===== src/rtl/spu_thermal_pkg.sv =====
// Shared thermal types: zone/temperature code widths and the scanner state encoding.
package spu_thermal_pkg;

    localparam int TEMP_W    = 12;
    localparam int NUM_ZONES = 4;
    localparam int ZONE_W    = 2;

    typedef enum logic [1:0] {
        GAP,
        REQ,
        UPDATE
    } scan_state_t;

    typedef logic [ZONE_W-1:0] zone_idx_t;

    // Also used by the thermal manager for its threshold registers.
    typedef logic [TEMP_W-1:0] temp_code_t;

endpackage


===== src/rtl/zone_ema_filter.sv =====
// Per-zone exponential moving average of raw sensor codes.
// Latency: avg/primed update on the edge that samples load/update/clear.
// Backpressure: none; one strobe per cycle, clear wins over load and update.
module zone_ema_filter
    import spu_thermal_pkg::*;
#(
    parameter int AVG_SHIFT = 2
) (
    input  logic       clk,
    input  logic       rst,
    input  logic       load,
    input  logic       update,
    input  logic       clear,
    input  temp_code_t sample,
    output temp_code_t avg,
    output logic       primed
);

    logic signed [TEMP_W:0] diff;
    logic signed [TEMP_W:0] step;

    // One extra bit keeps the difference signed; the updated average can never
    // leave the code range, so the low TEMP_W bits of the sum are exact.
    always_comb begin
        diff = $signed({1'b0, sample}) - $signed({1'b0, avg});
        step = diff >>> AVG_SHIFT;
    end

    always_ff @(posedge clk) begin
        if (rst) begin
            avg    <= '0;
            primed <= 1'b0;
        end else if (clear) begin
            primed <= 1'b0;
        end else if (load) begin
            avg    <= sample;
            primed <= 1'b1;
        end else if (update) begin
            avg <= avg + temp_code_t'(step[TEMP_W-1:0]);
        end
    end

endmodule


===== src/rtl/thermal_zone_scanner.sv =====
// Round-robin ADC poller feeding EMA-filtered per-zone temperatures to the thermal manager.
// Latency: adc_ack to the updated temp_sensors field is 2 cycles.
// Backpressure: adc_req held until adc_ack or TIMEOUT; scan_en=0 finishes the conversion then idles.
module thermal_zone_scanner
    import spu_thermal_pkg::*;
#(
    parameter int AVG_SHIFT = 2,
    parameter int TIMEOUT   = 255,
    parameter int SCAN_GAP  = 16
) (
    input  logic                        clk,
    input  logic                        rst,
    input  logic                        scan_en,
    output logic                        adc_req,
    output logic [ZONE_W-1:0]           adc_zone,
    input  logic                        adc_ack,
    input  logic [TEMP_W-1:0]           adc_data,
    input  logic                        adc_err,
    output logic [NUM_ZONES*TEMP_W-1:0] temp_sensors,
    output logic [NUM_ZONES-1:0]        temp_valid,
    output logic [NUM_ZONES-1:0]        zone_fault,
    output logic                        scan_done
);

    localparam int TO_W  = $clog2(TIMEOUT + 1);
    localparam int GAP_W = $clog2(SCAN_GAP + 2);
    localparam zone_idx_t LAST_ZONE = zone_idx_t'(NUM_ZONES - 1);

    scan_state_t          state;
    zone_idx_t            zone;
    zone_idx_t            zone_nxt;
    logic [GAP_W-1:0]     gap_cnt;
    logic [TO_W-1:0]      to_cnt;
    temp_code_t           cap_data;
    logic                 cap_bad;
    logic                 gap_done;
    logic                 to_last;
    temp_code_t           avg [NUM_ZONES];
    logic [NUM_ZONES-1:0] primed;
    logic [NUM_ZONES-1:0] ld;
    logic [NUM_ZONES-1:0] up;
    logic [NUM_ZONES-1:0] clr;

    // A zero gap still spends its one GAP cycle.
    assign gap_done = (int'(gap_cnt) + 1 >= SCAN_GAP);
    assign to_last  = (int'(to_cnt) == TIMEOUT - 1);
    assign zone_nxt = (zone == LAST_ZONE) ? '0 : zone + zone_idx_t'(1);

    always_ff @(posedge clk) begin
        if (rst) begin
            state      <= GAP;
            zone       <= '0;
            gap_cnt    <= '0;
            to_cnt     <= '0;
            cap_data   <= '0;
            cap_bad    <= 1'b0;
            adc_req    <= 1'b0;
            adc_zone   <= '0;
            scan_done  <= 1'b0;
            zone_fault <= '0;
        end else begin
            scan_done <= 1'b0;
            case (state)
                GAP: begin
                    if (scan_en) begin
                        if (gap_done) begin
                            state    <= REQ;
                            gap_cnt  <= '0;
                            to_cnt   <= '0;
                            adc_req  <= 1'b1;
                            adc_zone <= zone;
                        end else begin
                            gap_cnt <= gap_cnt + GAP_W'(1);
                        end
                    end
                end
                REQ: begin
                    to_cnt <= to_cnt + TO_W'(1);
                    if (adc_ack) begin
                        cap_data <= adc_data;
                        cap_bad  <= adc_err;
                        adc_req  <= 1'b0;
                        state    <= UPDATE;
                    end else if (to_last) begin
                        cap_bad <= 1'b1;
                        adc_req <= 1'b0;
                        state   <= UPDATE;
                    end
                end
                UPDATE: begin
                    if (cap_bad) begin
                        zone_fault[zone] <= 1'b1;
                    end
                    zone      <= zone_nxt;
                    scan_done <= (zone == LAST_ZONE);
                    if (zone == LAST_ZONE || !scan_en) begin
                        state   <= GAP;
                        gap_cnt <= '0;
                    end else begin
                        state    <= REQ;
                        to_cnt   <= '0;
                        adc_req  <= 1'b1;
                        adc_zone <= zone_nxt;
                    end
                end
                default: state <= GAP;
            endcase
        end
    end

    for (genvar i = 0; i < NUM_ZONES; i++) begin : g_zone
        logic sel;
        assign sel    = (state == UPDATE) && (zone == zone_idx_t'(i));
        assign ld[i]  = sel && !cap_bad && !primed[i];
        assign up[i]  = sel && !cap_bad && primed[i];
        assign clr[i] = sel && cap_bad;

        zone_ema_filter #(.AVG_SHIFT(AVG_SHIFT)) u_filter (
            .clk    (clk),
            .rst    (rst),
            .load   (ld[i]),
            .update (up[i]),
            .clear  (clr[i]),
            .sample (cap_data),
            .avg    (avg[i]),
            .primed (primed[i])
        );

        assign temp_sensors[i*TEMP_W +: TEMP_W] = avg[i];
    end

    assign temp_valid = primed;

endmodule


===== config.mk =====
export PLATFORM = sky130hd
export DESIGN_NAME = thermal_zone_scanner
export DESIGN_NICKNAME = d
export VERILOG_FILES = /design/src/rtl/spu_thermal_pkg.sv /design/src/rtl/zone_ema_filter.sv /design/src/rtl/thermal_zone_scanner.sv
export SDC_FILE = /design/constraint.sdc
export NUM_CORES = 1
export LEC_CHECK = 0
export ABC_CLOCK_PERIOD_IN_PS = 7800
export CORE_AREA = 5 5 144 118
export DETAILED_ROUTE_END_ITERATION = 10
export DIE_AREA = 0 0 149 123
export HOLD_SLACK_MARGIN = 0.06
export PLACE_DENSITY = 0.71
export SKIP_LAST_GASP = 1
export SLEW_MARGIN = 20
export SYNTH_ARGS = -nofsm -noshare
export SYNTH_HDL_FRONTEND = slang
export SYNTH_SLANG_ARGS = --single-unit

===== constraint.sdc =====
create_clock -name clk -period 7.8 [get_ports clk]
set_input_delay 1.56 -clock clk [delete_from_list [all_inputs] [get_ports clk]]
set_output_delay 1.56 -clock clk [all_outputs]
set_load 0.05 [all_outputs]

**After elaboration in Yosys (flattened, before gate mapping)**

Cells that the tools add are included.

- Word-level logic and storage cells: 141
- Flip-flop bits (word level): 90
- Input bits: 17
- Output and inout bits: 60

- Eq/ne operators: 11
- Reduce and logical (&&, ||, !) cells: 54
- $add $sub $neg: 12
- Mux-type cells: 37
- Bitwise operators: 6
- $lt $le $gt $ge: 3

Operator list:

| cell | count |
|---|---|
| two-way mux 12 bit | 8 |
| subtractor 12 x 12 -> 13 bit | 4 |
| adder 12 bit | 4 |
| two-way mux 8 bit | 3 |
| case mux 8 bit (3 select lines) | 1 |
| logical AND 1 bit | 21 |
| two-way mux 2 bit | 8 |
| two-way mux 5 bit | 3 |
| AND reduction 2 bit | 7 |
| nonzero test 2 bit | 6 |
| case mux 5 bit (2 select lines) | 1 |
| OR reduction 2 bit | 5 |
| two-way mux 1 bit | 9 |
| adder 8 x 1 -> 8 bit (second input constant) | 1 |
| == test 8 x 2 -> 1 bit (second input constant) | 1 |
| != test 2 bit (second input constant) | 4 |
| AND reduction 4 bit | 2 |
| adder 5 x 1 -> 6 bit (second input constant) | 1 |
| == test 2 bit (second input constant) | 3 |
| greater-or-equal comparator 6 x 5 -> 1 bit (second input constant) | 1 |
| zero test 1 bit | 6 |
| case mux 2 bit (3 select lines) | 1 |
| AND reduction 3 bit | 2 |
| adder 5 x 1 -> 5 bit (second input constant) | 1 |
| 14 further kinds | 20 |

**Depth between registers and ports, before layout**

- Depth in word-level cells: 6
- Depth in mapped cells: 18
- Depth with buffers taken out: 18

**Hierarchy**

Synthesis repeated with hierarchy kept, for this count alone.

- Cell total of the unflattened synthesis: 1,000
- Area, all modules: 8,023.9 um2

Modules (own cells, without submodules):

| module | instances | sequential area each (um2) | cells each | area each (um2) |
|---|---|---|---|---|
| zone_ema_filter (g_zone[2].u_filter ...) | 2 | 260.2 | 191 | 1,510.2 |
| thermal_zone_scanner | 1 | 760.7 | 223 | 1,890.6 |
| zone_ema_filter (g_zone[0].u_filter) | 1 | 260.2 | 202 | 1,584.0 |
| zone_ema_filter (g_zone[1].u_filter) | 1 | 260.2 | 193 | 1,529.0 |

**Worst setup path after synthesis**

No wires, ideal clock.

- Kind: reg-to-reg
- From: register g_zone[1].u_filter.avg[1]
- To: register g_zone[1].u_filter.avg[11]
- Setup time: 0.130 ns
- Arrival time: 3.858 ns
- Required time: 7.670 ns
- Cell stages (with the launch flop): 17
- Setup slack: 3.813 ns
- Path through: dfxtp_1 -> inv_1 -> ha_1 -> a2111oi_4 -> nor2_1 -> a21oi_1 -> nor2b_1 -> o31a_1 -> ha_1 -> o21a_1 -> nor2_1 -> a21oi_1 -> a41o_1 -> o41ai_1 -> o31ai_1 -> a41oi_1 -> o32ai_2

- Cells in the longest elaborated chain, start to end: 4

Ends and longest elaborated chain:

| item | line | source |
|---|---|---|
| from (decl) | zone_ema_filter.sv:15 | `output temp_code_t avg,` |
| from (signal assigned) | zone_ema_filter.sv:36 | `avg <= sample;` |
| from (signal assigned) | zone_ema_filter.sv:39 | `avg <= avg + temp_code_t'(step[TEMP_W-1:0]);` |
| subtractor 12 x 12 -> 13 bit | zone_ema_filter.sv:25 | `diff = $signed({1'b0, sample}) - $signed({1'b0, avg});` |
| adder 12 bit (*) | zone_ema_filter.sv:39 |  |
| two-way mux 12 bit (*) | zone_ema_filter.sv:38 | `end else if (update) begin` |
| two-way mux 12 bit (*) | zone_ema_filter.sv:35 | `end else if (load) begin` |

Mark *: on every way between the ends. The rest lies on a longest branch, timed or not. The select of a mux whose other input is x is not followed.
A chain may end at the register's enable or synchronous reset.

**Worst setup path in the final report**

- From: register cap_data[2]
- To: register g_zone[1].u_filter.avg[11]

- Cells in the longest elaborated chain, start to end: 4

Ends and longest elaborated chain:

| item | line | source |
|---|---|---|
| from (decl) | thermal_zone_scanner.sv:34 | `temp_code_t cap_data;` |
| from (signal assigned) | thermal_zone_scanner.sv:80 | `cap_data <= adc_data;` |
| subtractor 12 x 12 -> 13 bit | zone_ema_filter.sv:25 |  |
| adder 12 bit | zone_ema_filter.sv:39 |  |
| two-way mux 12 bit | zone_ema_filter.sv:38 |  |
| two-way mux 12 bit | zone_ema_filter.sv:35 |  |

Every way passes these cells. The select of a mux whose other input is x is not followed.

==> impl_metrics.csv <==
group,metric,value,unit
route,ant_nets,0,
layout,drive_above_1_share,3.69,%
power,p_per_area,105,mW/mm2
status,outcome,"complete, no violations",
timing,fin_tns_setup,0,ns
critical_path,worstSetupPathType,"reg2reg",
logic_synthesis,synth_warnings,0,
power,internal_power,692,uW
logic_synthesis,syn_area_per_cell,7.99,um2
floorplan,die_x,149,um
logic_synthesis,synth_top_area_cell,"dfxtp_1",
placement,gp_congestion,0.867,
logic_synthesis,synth.top_cells.by_count,"121 x nor2_1, 99 x ha_1, 90 x dfxtp_1",
route,wl_per_cell,15.3,um
route,num_vias,6676,
timing,hold_violations,0,
clock_network,clockRootBuffer,"clkbuf_16",
timing,finalSetupViolations,0,
logic_synthesis,ys_seq_area_share,23.9,%
route,first_pass_iters,5,
clock_network,postCtsResizedCells,0,
power,combPwrFrac,2.3,%
placement,io_buffers,76,
floorplan,start_util,48.6,%
power,seqPwrFrac,50.3,%
grt,grt_max_degree,84,
grt,antenna_found_initial,0,
logic_synthesis,synth_cells,942,
clock_network,ctsHoldBuffers,0,
timing,slew_violations,0,
timing,fin_skew,0.00826,ns
clock_network,cts_setup_buffers,0,
layout,nets,1119,
power,switching_share,24.5,%
floorplan,fp.dieH,123,um
grt,grtUsageTotal,20.6,%
clock_network,htree_levels,3,
worst_hold_path,hp-class,"reg2reg",
floorplan,row_count,41,
logic_synthesis,synth.top_cells.by_area,"dfxtp_1 24%, ha_1 16%, nor2_1 6.0%",
logic_synthesis,synth.most_common_cell,"nor2_1",
clock_network,clockBufferDepth,2,
logic_synthesis,synth_edf_count,0,
power,power_frac_clock,47.4,%
route,drt_iter0_drc,364,
timing,rsz0062_at_grt,"no",
clock_network,cts_buffers,9,
power,p_sw,225,uW
floorplan,coreArea,0.0155,mm2
logic_synthesis,syn_nets,1062,
logic_synthesis,async_reset_ff_share,0,%
clock_network,clkLatencyLatePin,0.35,ns
layout,antenna_cells,0,
timing,worst_slew_pin_slew,0.932,ns
power,ir_drop,0.0000986,V
layout,nFillCells,1451,
grt,grt_overflow,0,
logic_synthesis,synth_top_area_share,23.9,%
floorplan,io_pins,77,
placement,hpwl,13.8,mm
grt,grt_pass1_wl,30.6,mm
clock_network,clock_sinks,90,
layout,final_util,56.3,%
clock_network,clkSlewWorstSetupHoldPaths,0.07,ns
layout,area_growth,15.9,%
power,p_leak,0.00333,uW
timing,maxSlewHeadroom,37.8,%
clock_network,cts_tree,"yes",
logic_synthesis,ys_types,66,
route,vias_per_cell,5.48,
critical_path,end_kind,"flop",
critical_path,crit_fanout,9,
logic_synthesis,ys_ff_latch,90,
critical_path,required,8.06,ns
timing,period_minus_slack,4.11,ns
route,drc,0,
timing,fmax,243,MHz
timing,fin_crit_sh,52.7,%
logic_synthesis,synthFlopType,"dfxtp_1",
critical_path,crit_path_start_kind,"flop",
grt,first_global_vias,6042,
flow_run,maxCapViolations,0,
route,routed_wl,18.6,mm
floorplan,die-area,0.0183,mm2
logic_synthesis,synth.cell_area,0.00752,mm2
critical_path,critPathArrivalTime,4.37,ns
## critical path, cell delays in order, from the launching register on
cell,delay (ns)
dfxtp_1,0.59
ha_1,0.35
o21a_1,0.20
nor2_1,0.15
nor2_1,0.09
a21oi_1,0.24
nor2b_1,0.07
o31a_1,0.25
ha_1,0.32
o21a_1,0.18
nor2_1,0.08
a21oi_1,0.06
a41o_1,0.27
o41ai_1,0.56
o211ai_1,0.18
and3_1,0.24
o32ai_2,0.18
## worst paths after layout
path          startpoint                         end  slack (ns)  depth (start not counted)
max          cap_data[2]  g_zone[1].u_filter.avg[11]        3.69                         16
min            to_cnt[5]                   to_cnt[5]        0.49                          2
max reg2reg  cap_data[2]  g_zone[1].u_filter.avg[11]        3.69                         16
min reg2reg    to_cnt[5]                   to_cnt[5]        0.49                          2
## per-stage QoR
stage / instance area [um2] / worst slack (ns) / instances / hold slack [ns] / power (uW)
3_5_place_dp: 8440 / 3.77 / 1203 / 0.479 / 493
3_3_place_gp: 8440 / 3.86 / 1203 / 0.472 / 493
4_1_cts: 8720 / 3.73 / 1219 / 0.491 / 928
5_1_grt: 8720 / 3.41 / 1219 / 0.511 / 948
2_1_floorplan: 7520 / 3.81 / 942 / 0.458 / 481
6_report: 8720 / 3.69 / 1219 / 0.485 / 916
## logic make-up (layout without fill, tap and decap cells)
kind of cell             Yosys count  after routing  synth area share [%]
multiplexers                      31             31                  4.14
AO/OA/AOI/OAI                    241            241                  22.0
XOR/XNOR                          67             67                  7.80
buffers and inverters             99            161                  5.24
AND/OR/NAND/NOR                  311            311                  19.4
adder cells (fa/ha/maj)          103            103                  17.5
flip-flops                        90             90                  23.9
## state kept, by name, summed over array words and instances, names as in the netlist, 2 cells and up
register and flops:
adc_zone 2, cap_data 12, g_zone.u_filter.avg 48, g_zone.u_filter.primed 4
gap_cnt 5, state 2, to_cnt 8, zone 2
zone_fault 4
## per-layer routing
| metal | vias to the layer above | track usage (%) | routed length, um |
|---|---|---|---|
| li1 | 3490 | - | - |
| met1 | 3022 | 29.7 | 9320 |
| met2 | 145 | 32.2 | 8050 |
| met3 | 19 | 3.55 | 994 |
| met4 | 0 | 5.09 | 274 |
| met5 | - | 0 | 0 |
## placed cells by master (no fill, tap or decap), drive strengths merged, types with 4 or more instances in the layout
master / n
a211o: 4
a211oi: 46
a21o: 12
a21oi: 76
a311oi: 5
a31oi: 10
a41o: 4
a41oi: 5
and2: 6
and3: 7
buf: 7
clkbuf: 9
clkdlybuf4s50: 75
dfxtp: 90
fa: 4
ha: 99
inv: 66
mux2i: 30
nand2: 75
nand2b: 8
nand3: 17
nor2: 121
nor2b: 18
nor3: 26
o211ai: 10
o21a: 16
o21ai: 29
o41ai: 4
or2: 5
or3: 13
or4: 6
xnor2: 48
xor2: 19
## area by class of cell
type / instances / area, um2 / share of cell area (%)
tap: 215 / 269 / 3.08
clock inverter: 7 / 62.6 / 0.717
clock buffer: 9 / 225 / 2.58
multi-input combinational: 753 / 5330 / 61.1
timing repair buffer: 82 / 801 / 9.18
sequential: 90 / 1800 / 20.7
inverter: 63 / 236 / 2.71
## power groups by stage
stage / logic (uW) / registers, uW / clock network [uW]
2_1_floorplan: 9.88 / 471 / 0
3_3_place_gp: 21.3 / 472 / 0
3_5_place_dp: 21.1 / 472 / 0
4_1_cts: 21.2 / 461 / 446
5_1_grt: 23.0 / 461 / 464
6_report: 21.1 / 461 / 435
(Power assumes the default switching activity.)
